--- config.mk ---
export PLATFORM = sky130hd
export DESIGN_NAME = rca32_tt3_adder
export DESIGN_NICKNAME = d
export VERILOG_FILES = /design/src/rtl/rca32_tt3_adder.sv
export SDC_FILE = /design/constraint.sdc
export NUM_CORES = 1
export LEC_CHECK = 0
export ABC_AREA = 0
export CAP_MARGIN = 20
export CORE_MARGIN = 2
export CORE_UTILIZATION = 38
export CTS_CLUSTER_DIAMETER = 50
export DETAILED_ROUTE_END_ITERATION = 12
export GPL_TIMING_DRIVEN = 0
export PLACE_DENSITY = 0.86
export SLEW_MARGIN = 0
export SYNTH_ARGS = -nofsm -noshare
export SYNTH_HDL_FRONTEND = slang
export SYNTH_HIERARCHICAL = 1
export SYNTH_SLANG_ARGS = --single-unit
--- constraint.sdc ---
create_clock -name Clk -period 1 [get_ports Clk]
set_input_delay 0.15 -clock Clk [delete_from_list [all_inputs] [get_ports Clk]]
set_output_delay 0.15 -clock Clk [all_outputs]
set_load 0.02 [all_outputs]
--- src/rtl/rca32_tt3_adder.sv ---
// 32-bit approximate ripple-carry adder with a registered 33-bit result.
// The low APPROX_BITS positions add without carries; the rest form an exact full-adder chain.

module rca32_tt3_fa (
    input  logic a,
    input  logic b,
    input  logic cin,
    output logic s,
    output logic cout
);
    logic p;

    assign p    = a ^ b;
    assign s    = p ^ cin;
    assign cout = (a & b) | (cin & p);
endmodule

module rca32_tt3_approx_cell (
    input  logic a,
    input  logic b,
    output logic s
);
    assign s = a ^ b;
endmodule

module rca32_tt3_adder #(
    parameter int unsigned APPROX_BITS = 3
) (
    input  logic        Clk,
    input  logic        Rst_n,
    input  logic        in_valid,
    input  logic [31:0] data_a,
    input  logic [31:0] data_b,
    output logic [32:0] sum_o,
    output logic        out_valid
);
    localparam int unsigned AB = APPROX_BITS;

    logic [31:0] sum_bits;
    logic [32:AB] carry;

    generate
        if (AB > 8) begin : g_bad_cfg
            $error("rca32_tt3_adder: APPROX_BITS=%0d exceeds the legal range 0..8", AB);
        end

        // The approximate region never propagates a carry; only its top pair seeds the exact chain.
        if (AB == 0) begin : g_no_approx
            assign carry[0] = 1'b0;
        end else begin : g_approx
            for (genvar i = 0; i < int'(AB); i++) begin : g_cell
                rca32_tt3_approx_cell u_cell (
                    .a (data_a[i]),
                    .b (data_b[i]),
                    .s (sum_bits[i])
                );
            end
            assign carry[AB] = data_a[AB-1] & data_b[AB-1];
        end

        for (genvar i = int'(AB); i < 32; i++) begin : g_exact
            rca32_tt3_fa u_fa (
                .a    (data_a[i]),
                .b    (data_b[i]),
                .cin  (carry[i]),
                .s    (sum_bits[i]),
                .cout (carry[i+1])
            );
        end
    endgenerate

    // NOTE: sequential state uses non-blocking assignments so every register samples pre-edge values.
    always_ff @(posedge Clk or negedge Rst_n) begin
        if (!Rst_n) begin
            sum_o     <= 33'h0;
            out_valid <= 1'b0;
        end else begin
            sum_o     <= {carry[32], sum_bits};
            out_valid <= in_valid;
        end
    end
endmodule

==> impl_metrics.ini, run 1 <==
[route]
via_count = 981
wl_mm = 3.70
wl_per_cell_um = 16.5
drt_iter0_markers = 25
antenna_left = 0
drc_errors = 0
firstDrtPassIters = 4
avgViaCountPerCell = 4.38

[finish]
layout_common_cells = clkdlybuf4s50_1 (61), buf_2 (35), dfrtp_1 (34)
fin_nets = 272
layout_commonest_cell = clkdlybuf4s50_1
area_delta_synth_final_pct = 71.7
finalCoreUtilization_pct = 68.1
drive_gt1_share_pct = 42.6
final_area_um2 = 2510
antenna_cells = 0

[setup_path]
startpoint_type = input port
cp.required_ps = 1220
cpMostUsedCell = fa_2
max_stage_delay_ps = 520
critPathSlowestCell = fa_2
path_class = input port to flop
end_kind = flop
crit_buf_inv = 1
crit_fanout = 2
crit_arrival_ps = 10670
cp_top_family = adder cells

[place]
postPlaceCellArea_um2 = 2590
place_ws_ps = -10130
io_buffers = 100
gp_congestion = 0.636
hpwl_mm = 3.14

[logic_synthesis]
avgSynthCellArea_um2 = 21.8
synth-simple-area-share_pct = 0.427
synth_compound_area_share_pct = 0
ys_seq_area_share_pct = 58.1
synth_xor_area_share_pct = 1.79
ys_warn_count = 6
netlist_instances = 67
synth_top_family_by_area = adder cells
synthAdderAreaFrac_pct = 39.7
synth_mux_area_share_pct = 0
ys_ff_latch = 34
ys_types = 4
synth_area_um2 = 1460
syn-num-nets = 163

[cts]
cts_sinks = 34
clock_path_buffers = 2
cts_buffers = 5
root_buffer = clkbuf_8
path_clk_slew_ps = 60
tritoncts = built
htreeDepth = 2

[power]
p_leak_nw = 1.05
cellPowerDensity_nw_per_um2 = 1520
ir_drop_mv = 0.624
power.total_mw = 3.83

[global_routing]
antenna_found_initial = 0
grt_max_degree = 35
grt_pass1_wl_mm = 5.76
grt_pass1_vias = 1151
grt_overflow_total = 0
grtUsageTotal_pct = 19.3

[sta]
fmaxAchievable_mhz = 95.7
finalWorstPathRequiredPeriod_ps = 10450
slew_headroom_pct = 70.6
setup_ws_ps = -9450
tightest_slew_ps = 441
grt_setup_unrepaired = true
min_period_over_period_pct = 1040
setup_violations = 29
hold_viol_final = 0
drv_slew = 0

[worst_hold_path]
whs_endpoint = sum_o[2]
holdPathStages = 2
hold_start = data_b[2]
hold_path.class = input port to flop

[floorplan]
die_x_um = 66.1
fp-row-count = 22
num_io_pins = 101
die_y_um = 66.1
coreArea_um2 = 3690
dieArea_um2 = 4360
initial_core_util_pct = 39.7

[status]
status = finished, violations left
violations = negative setup slack

[job]
cap_violations = 0
==> metal layers <==
| layer | track usage [%] | up-vias | share of wire [%] |
|---|---|---|---|
| li1 | - | 419 | - |
| met4 | 9.95 | 0 | 2.1 |
| met2 | 31.9 | 69 | 50 |
| met1 | 22.7 | 486 | 37 |
| met3 | 5.62 | 7 | 10 |
| met5 | 0 | - | 0 |
==> through the flow <==
step / instances / TNS (ps) / hold slack, ps
after floorplan: 67 / -142980 / -146
after global placement: 215 / -191200 / 602
after detailed placement: 215 / -164420 / 248
after CTS: 224 / -142810 / 39.4
after global routing: 224 / -145930 / 40.1
final: 224 / -142320 / 47.0
==> power by group <==
group / leakage [nW] / total, mW / switching (mW) / internal [mW]
registers: 0.396 / 1.68 / 0.0571 / 1.62
clock network: 0.0383 / 0.902 / 0.424 / 0.478
logic: 0.612 / 1.25 / 0.687 / 0.562
total: 1.05 / 3.83 / 1.17 / 2.66
==> repair_timing <==
action,in CTS,in global routing
hold buffers,1,0
setup buffers,1,0
gates resized for setup,153,2
endpoints found under the setup margin,64,63
hold endpoints to repair,34,0
==> how the worst max path moves through the flow <==
stage                          from   endpoint  depth (start not counted)
after floorplan           data_a[2]  sum_o[31]                         30
after global placement    data_a[2]  sum_o[31]                         31
after detailed placement  data_a[2]  sum_o[31]                         31
after CTS                 data_a[2]  sum_o[31]                         31
after global routing      data_a[2]  sum_o[31]                         31
final                     data_a[2]  sum_o[31]                         31
==> final cells by class <==
| type | instances | area (um^2) |
|---|---|---|
| multi-input combinational | 33 | 688 |
| timing repair buffer | 102 | 838 |
| tap | 48 | 60.1 |
| sequential | 34 | 851 |
| clock buffer | 7 | 76.3 |
| fill | 284 | 1170 |
==> kinds of logic (layout without fill, tap and decap cells) <==
group / Yosys count / count (layout)
fa+ha+maj: 29 / 29
simple gates: 1 / 1
xor+xnor: 3 / 3
flops: 34 / 34
buf+inv: 0 / 109
==> Yosys cell counts (all sizes together) <==
cell	instances	area [um^2]
and2	1	6.26
dfrtp	34	851
fa	29	581
xor2	3	26.3
==> sequential cells by signal, summed over array words and instances (netlist names) <==
signal / count
out_valid: 1
sum_o: 33
No activity file was read; power rests on OpenSTA's default activity.
==> inputs of run 2 (changes only) <==
--- a/config.mk
+++ b/config.mk
@@ -8,11 +8,11 @@
 export ABC_AREA = 0
 export CAP_MARGIN = 20
 export CORE_MARGIN = 2
-export CORE_UTILIZATION = 38
+export CORE_UTILIZATION = 30
 export CTS_CLUSTER_DIAMETER = 50
 export DETAILED_ROUTE_END_ITERATION = 12
 export GPL_TIMING_DRIVEN = 0
-export PLACE_DENSITY = 0.86
+export PLACE_DENSITY = 0.7
 export SLEW_MARGIN = 0
 export SYNTH_ARGS = -nofsm -noshare
 export SYNTH_HDL_FRONTEND = slang
==> constraint.sdc (replaced) <==
create_clock -name Clk -period 1 [get_ports Clk]
set_input_delay 0.15 -clock Clk [delete_from_list [all_inputs] [get_ports Clk]]
set_output_delay 0.15 -clock Clk [all_outputs]
set_load 0.05 [all_outputs]
==> run 2 against run 1 <==
Effect of this change:
- the run ends with negative hold slack, negative setup slack left
- combinational power rose by 71%
- clock power grew 34%
- sequential power grew 4%
- first-iteration DRC count unchanged
- sequential share of layout area shrank 3.1 points
- non-clock buffer count stayed put
- via count is 1.4% lower
- sequential cell count stayed put
- worst setup slack better by 13 ps
- hold slack got worse by 110 ps
==> impl_metrics.ini, run 2 (same netlist as run 1, synthesis figures left out) <==
[setup_path]
crit_buf_inv = 1
critPathSlowestCell = fa_2
cpMostUsedCell = fa_2
crit_fanout = 2
cp.required_ps = 1220
crit_arrival_ps = 10650
cp_top_family = adder cells
path_class = input port to flop
startpoint_type = input port
max_stage_delay_ps = 520
end_kind = flop

[cts]
cts_buffers = 5
root_buffer = clkbuf_8
clock_path_buffers = 2
cts_sinks = 34
tritoncts = built
htreeDepth = 2
path_clk_slew_ps = 70

[route]
wl_mm = 3.59
drt_iter0_markers = 25
avgViaCountPerCell = 3.96
antenna_left = 0
drc_errors = 0
via_count = 967
wl_per_cell_um = 14.7
firstDrtPassIters = 2

[place]
post-place-cells = 234
hpwl_mm = 3.02
io_buffers = 100
gp_congestion = 0.724
postPlaceCellArea_um2 = 2620

[sta]
hold_viol_final = 34
setup_violations = 29
tightest_slew_ps = 747
drv_slew = 0
holdWs_ps = -63.8
slew_headroom_pct = 50.2
setup_ws_ps = -9430
fmaxAchievable_mhz = 95.9
min_period_over_period_pct = 1040
grt_setup_unrepaired = true
finalWorstPathRequiredPeriod_ps = 10430

[job]
cap_violations = 0

[finish]
layout_commonest_cell = clkdlybuf4s50_1
largest_reg_flops = 33
top_register = sum_o
fillCellCount = 365
drive_gt1_share_pct = 43.5
fin_nets = 272
final_area_um2 = 2770
area_delta_synth_final_pct = 89.1
final-seq-area_um2 = 851
antenna_cells = 0
reg_top3 = sum_o: 33 flops, out_valid: 1 flops
final_cells = 244
multi_input_area_um2 = 688
layout_common_cells = clkdlybuf4s50_1 (61), buf_6 (34), dfrtp_1 (34)

[power]
p_leak_nw = 1.13
cellPowerDensity_nw_per_um2 = 1840
ir_drop_mv = 0.806

[floorplan]
die_x_um = 73.9
fp-row-count = 25
num_io_pins = 101
coreArea_um2 = 4720
dieArea_um2 = 5450
initial_core_util_pct = 31.0
die_y_um = 73.9

[global_routing]
antenna_found_initial = 0
grt_overflow_total = 0
grt_pass1_wl_mm = 5.75
grtUsageTotal_pct = 14.7
grt_pass1_vias = 1148
grt_max_degree = 35

[status]
violations = negative hold slack, negative setup slack
status = finished, violations left

[worst_hold_path]
hold_path.class = input port to asynchronous set/reset pin
-- run 2: cell types whose count changed in the layout (fill, tap and decap cells not counted) --
| cell | previous run | this run |
|---|---|---|
| bufinv_16 | 0 | 1 |
| buf_4 | 1 | 4 |
| clkbuf_4 | 1 | 0 |
| dlygate4sd3_1 | 1 | 0 |
| buf_6 | 2 | 34 |
| buf_2 | 35 | 2 |
-- run 2: report_power, final --
| part | switching (mW) | internal (mW) |
|---|---|---|
| clock network | 0.467 | 0.745 |
| registers | 0.120 | 1.63 |
| logic | 1.28 | 0.868 |
| total | 1.86 | 3.24 |
-- run 2: timing repair --
item,4_1_cts,5_1_grt
setup endpoints to repair,64,51
gates resized for setup,232,22
setup buffers,1,1
endpoints found under the hold margin,34,28
-- run 2: path summary, 6_finish.rpt --
kind	startpoint	endpoint	slack [ps]	depth (start not counted)
worst max-delay path	data_a[2]	sum_o[31]	-9430	31
worst min-delay path	Rst_n	sum_o[4]	-60	1
max in group asynchronous	Rst_n	sum_o[21]	590	1
min in group Clk	data_b[2]	sum_o[2]	50	2
-- run 2: final cells by class --
cell class / instances / share of cell area [%]
timing repair buffer: 102 / 37.5
sequential: 34 / 30.7
multi-input combinational: 33 / 24.9
tap: 67 / 3.03
clock buffer: 7 / 2.76
clock inverter: 1 / 1.08
-- run 2: layer usage --
| metal | GRT usage (%) | part of all wire, % |
|---|---|---|
| met5 | 0 | 0 |
| met1 | 16.5 | 35 |
| met4 | 4.85 | 1.4 |
| met3 | 5.76 | 11 |
| met2 | 25.4 | 53 |
-- run 2: through the flow --
| stage | util, % | worst slack [ps] | setup TNS [ps] | total power, mW | hold WS (ps) |
|---|---|---|---|---|---|
| final | 58.6 | -9430 | -141970 | 5.11 | -63.8 |
| after global routing | 58.6 | -9690 | -145800 | 5.35 | -9.74 |
| after CTS | 56.9 | -9480 | -142740 | 5.06 | -43.0 |
| after detailed placement | 55.4 | -10110 | -170980 | 3.83 | 265 |
| after global placement | 55.5 | -10020 | -199340 | 3.77 | 602 |
| after floorplan | - | -9330 | -142980 | 2.85 | -146 |
==> inputs of run 3 (changes only) <==
--- a/config.mk
+++ b/config.mk
@@ -9,6 +9,7 @@
 export CAP_MARGIN = 20
 export CORE_MARGIN = 2
 export CORE_UTILIZATION = 30
+export CTS_BUF_LIST = sky130_fd_sc_hd__clkbuf_16
 export CTS_CLUSTER_DIAMETER = 50
 export DETAILED_ROUTE_END_ITERATION = 12
 export GPL_TIMING_DRIVEN = 0
==> run 3 against run 2 <==
Effect of this change:
- the flow still finishes with violations (negative hold slack, negative setup slack)
- sequential share of layout area rose by 0.55 points
- critical path type unchanged
- first-iteration DRC count fell by 48%
- count of clock-buffer cells in the layout down 2
- critical endpoint unchanged
==> impl_metrics.ini, run 3 (same netlist as run 1, synthesis figures left out) <==
[sta]
slew_headroom_pct = 50.0
min_period_over_period_pct = 1040
setup_violations = 29
fmaxAchievable_mhz = 95.7
grt_setup_unrepaired = true
tightest_slew_ps = 750
hold_viol_final = 34
setup_ws_ps = -9450
holdWs_ps = -51.5
drv_slew = 0
finalWorstPathRequiredPeriod_ps = 10450

[cts]
tritoncts = built
htreeDepth = 2
path_clk_slew_ps = 50
root_buffer = clkbuf_16
cts_sinks = 34
clock_path_buffers = 2
cts_buffers = 5

[setup_path]
crit_fanout = 2
startpoint_type = input port
path_class = input port to flop
cp.required_ps = 1210
critPathSlowestCell = fa_2
cp_top_family = adder cells
crit_arrival_ps = 10660
cpMostUsedCell = fa_2
startpoint = data_a[2]
max_stage_delay_ps = 520
crit_end = sum_o[31]
end_kind = flop
critical_path_depth = 31
crit_buf_inv = 1

[worst_hold_path]
hold_path.class = input port to asynchronous set/reset pin

[floorplan]
num_io_pins = 101
die_y_um = 73.9
die_x_um = 73.9
initial_core_util_pct = 31.0
dieArea_um2 = 5450
coreArea_um2 = 4720
fp-row-count = 25

[place]
gp_congestion = 0.724
hpwl_mm = 3.02
io_buffers = 100
postPlaceCellArea_um2 = 2620

[status]
status = finished, violations left
violations = negative hold slack, negative setup slack

[power]
power.total_mw = 5.39
ir_drop_mv = 0.865
p_leak_nw = 1.13
cellPowerDensity_nw_per_um2 = 1980

[finish]
antenna_cells = 0
fillCellCount = 386
top_register = sum_o
final_area_um2 = 2720
layout_common_cells = clkdlybuf4s50_1 (61), dfrtp_1 (34), buf_4 (29), fa_2 (29), buf_6 (6)
drive_gt1_share_pct = 43.5
layout_commonest_cell = clkdlybuf4s50_1
area_delta_synth_final_pct = 85.7
reg_top3 = sum_o: 33 flops, out_valid: 1 flops
fin_nets = 272
largest_reg_flops = 33

[route]
avgViaCountPerCell = 3.96
drt_iter0_markers = 13
wl_per_cell_um = 15.0
antenna_left = 0
wl_mm = 3.66
firstDrtPassIters = 2
drc_errors = 0
via_count = 966

[job]
cap_violations = 0

[global_routing]
grt_max_degree = 35
grt_pass1_wl_mm = 5.95
antenna_found_initial = 0
grtUsageTotal_pct = 15.2
grt_pass1_vias = 1171
grt_overflow_total = 0
run 3: repair_timing:
item / 4_1_cts / 5_1_grt
buffers inserted: 1 / 1
hold endpoints to repair: 34 / 0
resized for setup: 211 / 22
pin swaps: 0 / 0
setup endpoints to repair: 64 / 43
run 3: layer usage:
metal | global-route usage, % | wire (um)
met1 | 17.2 | 1320
met2 | 26.0 | 1920
met3 | 5.90 | 394
met4 | 5.45 | 25
met5 | 0 | 0
run 3: metrics by stage:
step / instances / setup WS, ps / hold slack, ps / setup TNS (ps) / util (%)
floorplan: 67 / -9330 / -146 / -142980 / -
global placement: 234 / -10020 / 602 / -199340 / 55.5
detailed placement: 234 / -10110 / 265 / -170980 / 55.4
CTS: 243 / -9500 / -28.9 / -143280 / 56.7
global route: 244 / -9720 / 9.64 / -146720 / 57.6
finish: 244 / -9450 / -51.5 / -142470 / 57.6
run 3: worst min-delay path by stage:
| stage | startpoint | end |
|---|---|---|
| after floorplan | Rst_n | out_valid |
| after global placement | in_valid | out_valid |
| after detailed placement | Rst_n | sum_o[4] |
| after CTS | Rst_n | sum_o[4] |
| after global routing | Rst_n | sum_o[4] |
| final | Rst_n | sum_o[4] |
run 3: power by group:
part / leakage (nW) / internal (mW) / switching [mW] / total (mW)
logic: 0.646 / 0.734 / 1.28 / 2.02
clock network: 0.0864 / 1.15 / 0.513 / 1.67
registers: 0.396 / 1.63 / 0.0802 / 1.71
total: 1.13 / 3.52 / 1.87 / 5.39
run 3: final cells by class:
class	instances	area (um^2)	share of cell area (%)
Clock inverter	3	37.5	1.38
Clock buffer	5	125	4.60
Tap cell	67	83.8	3.08
Timing Repair Buffer	102	933	34.3
Sequential cell	34	851	31.3
Multi-Input combinational cell	33	688	25.3
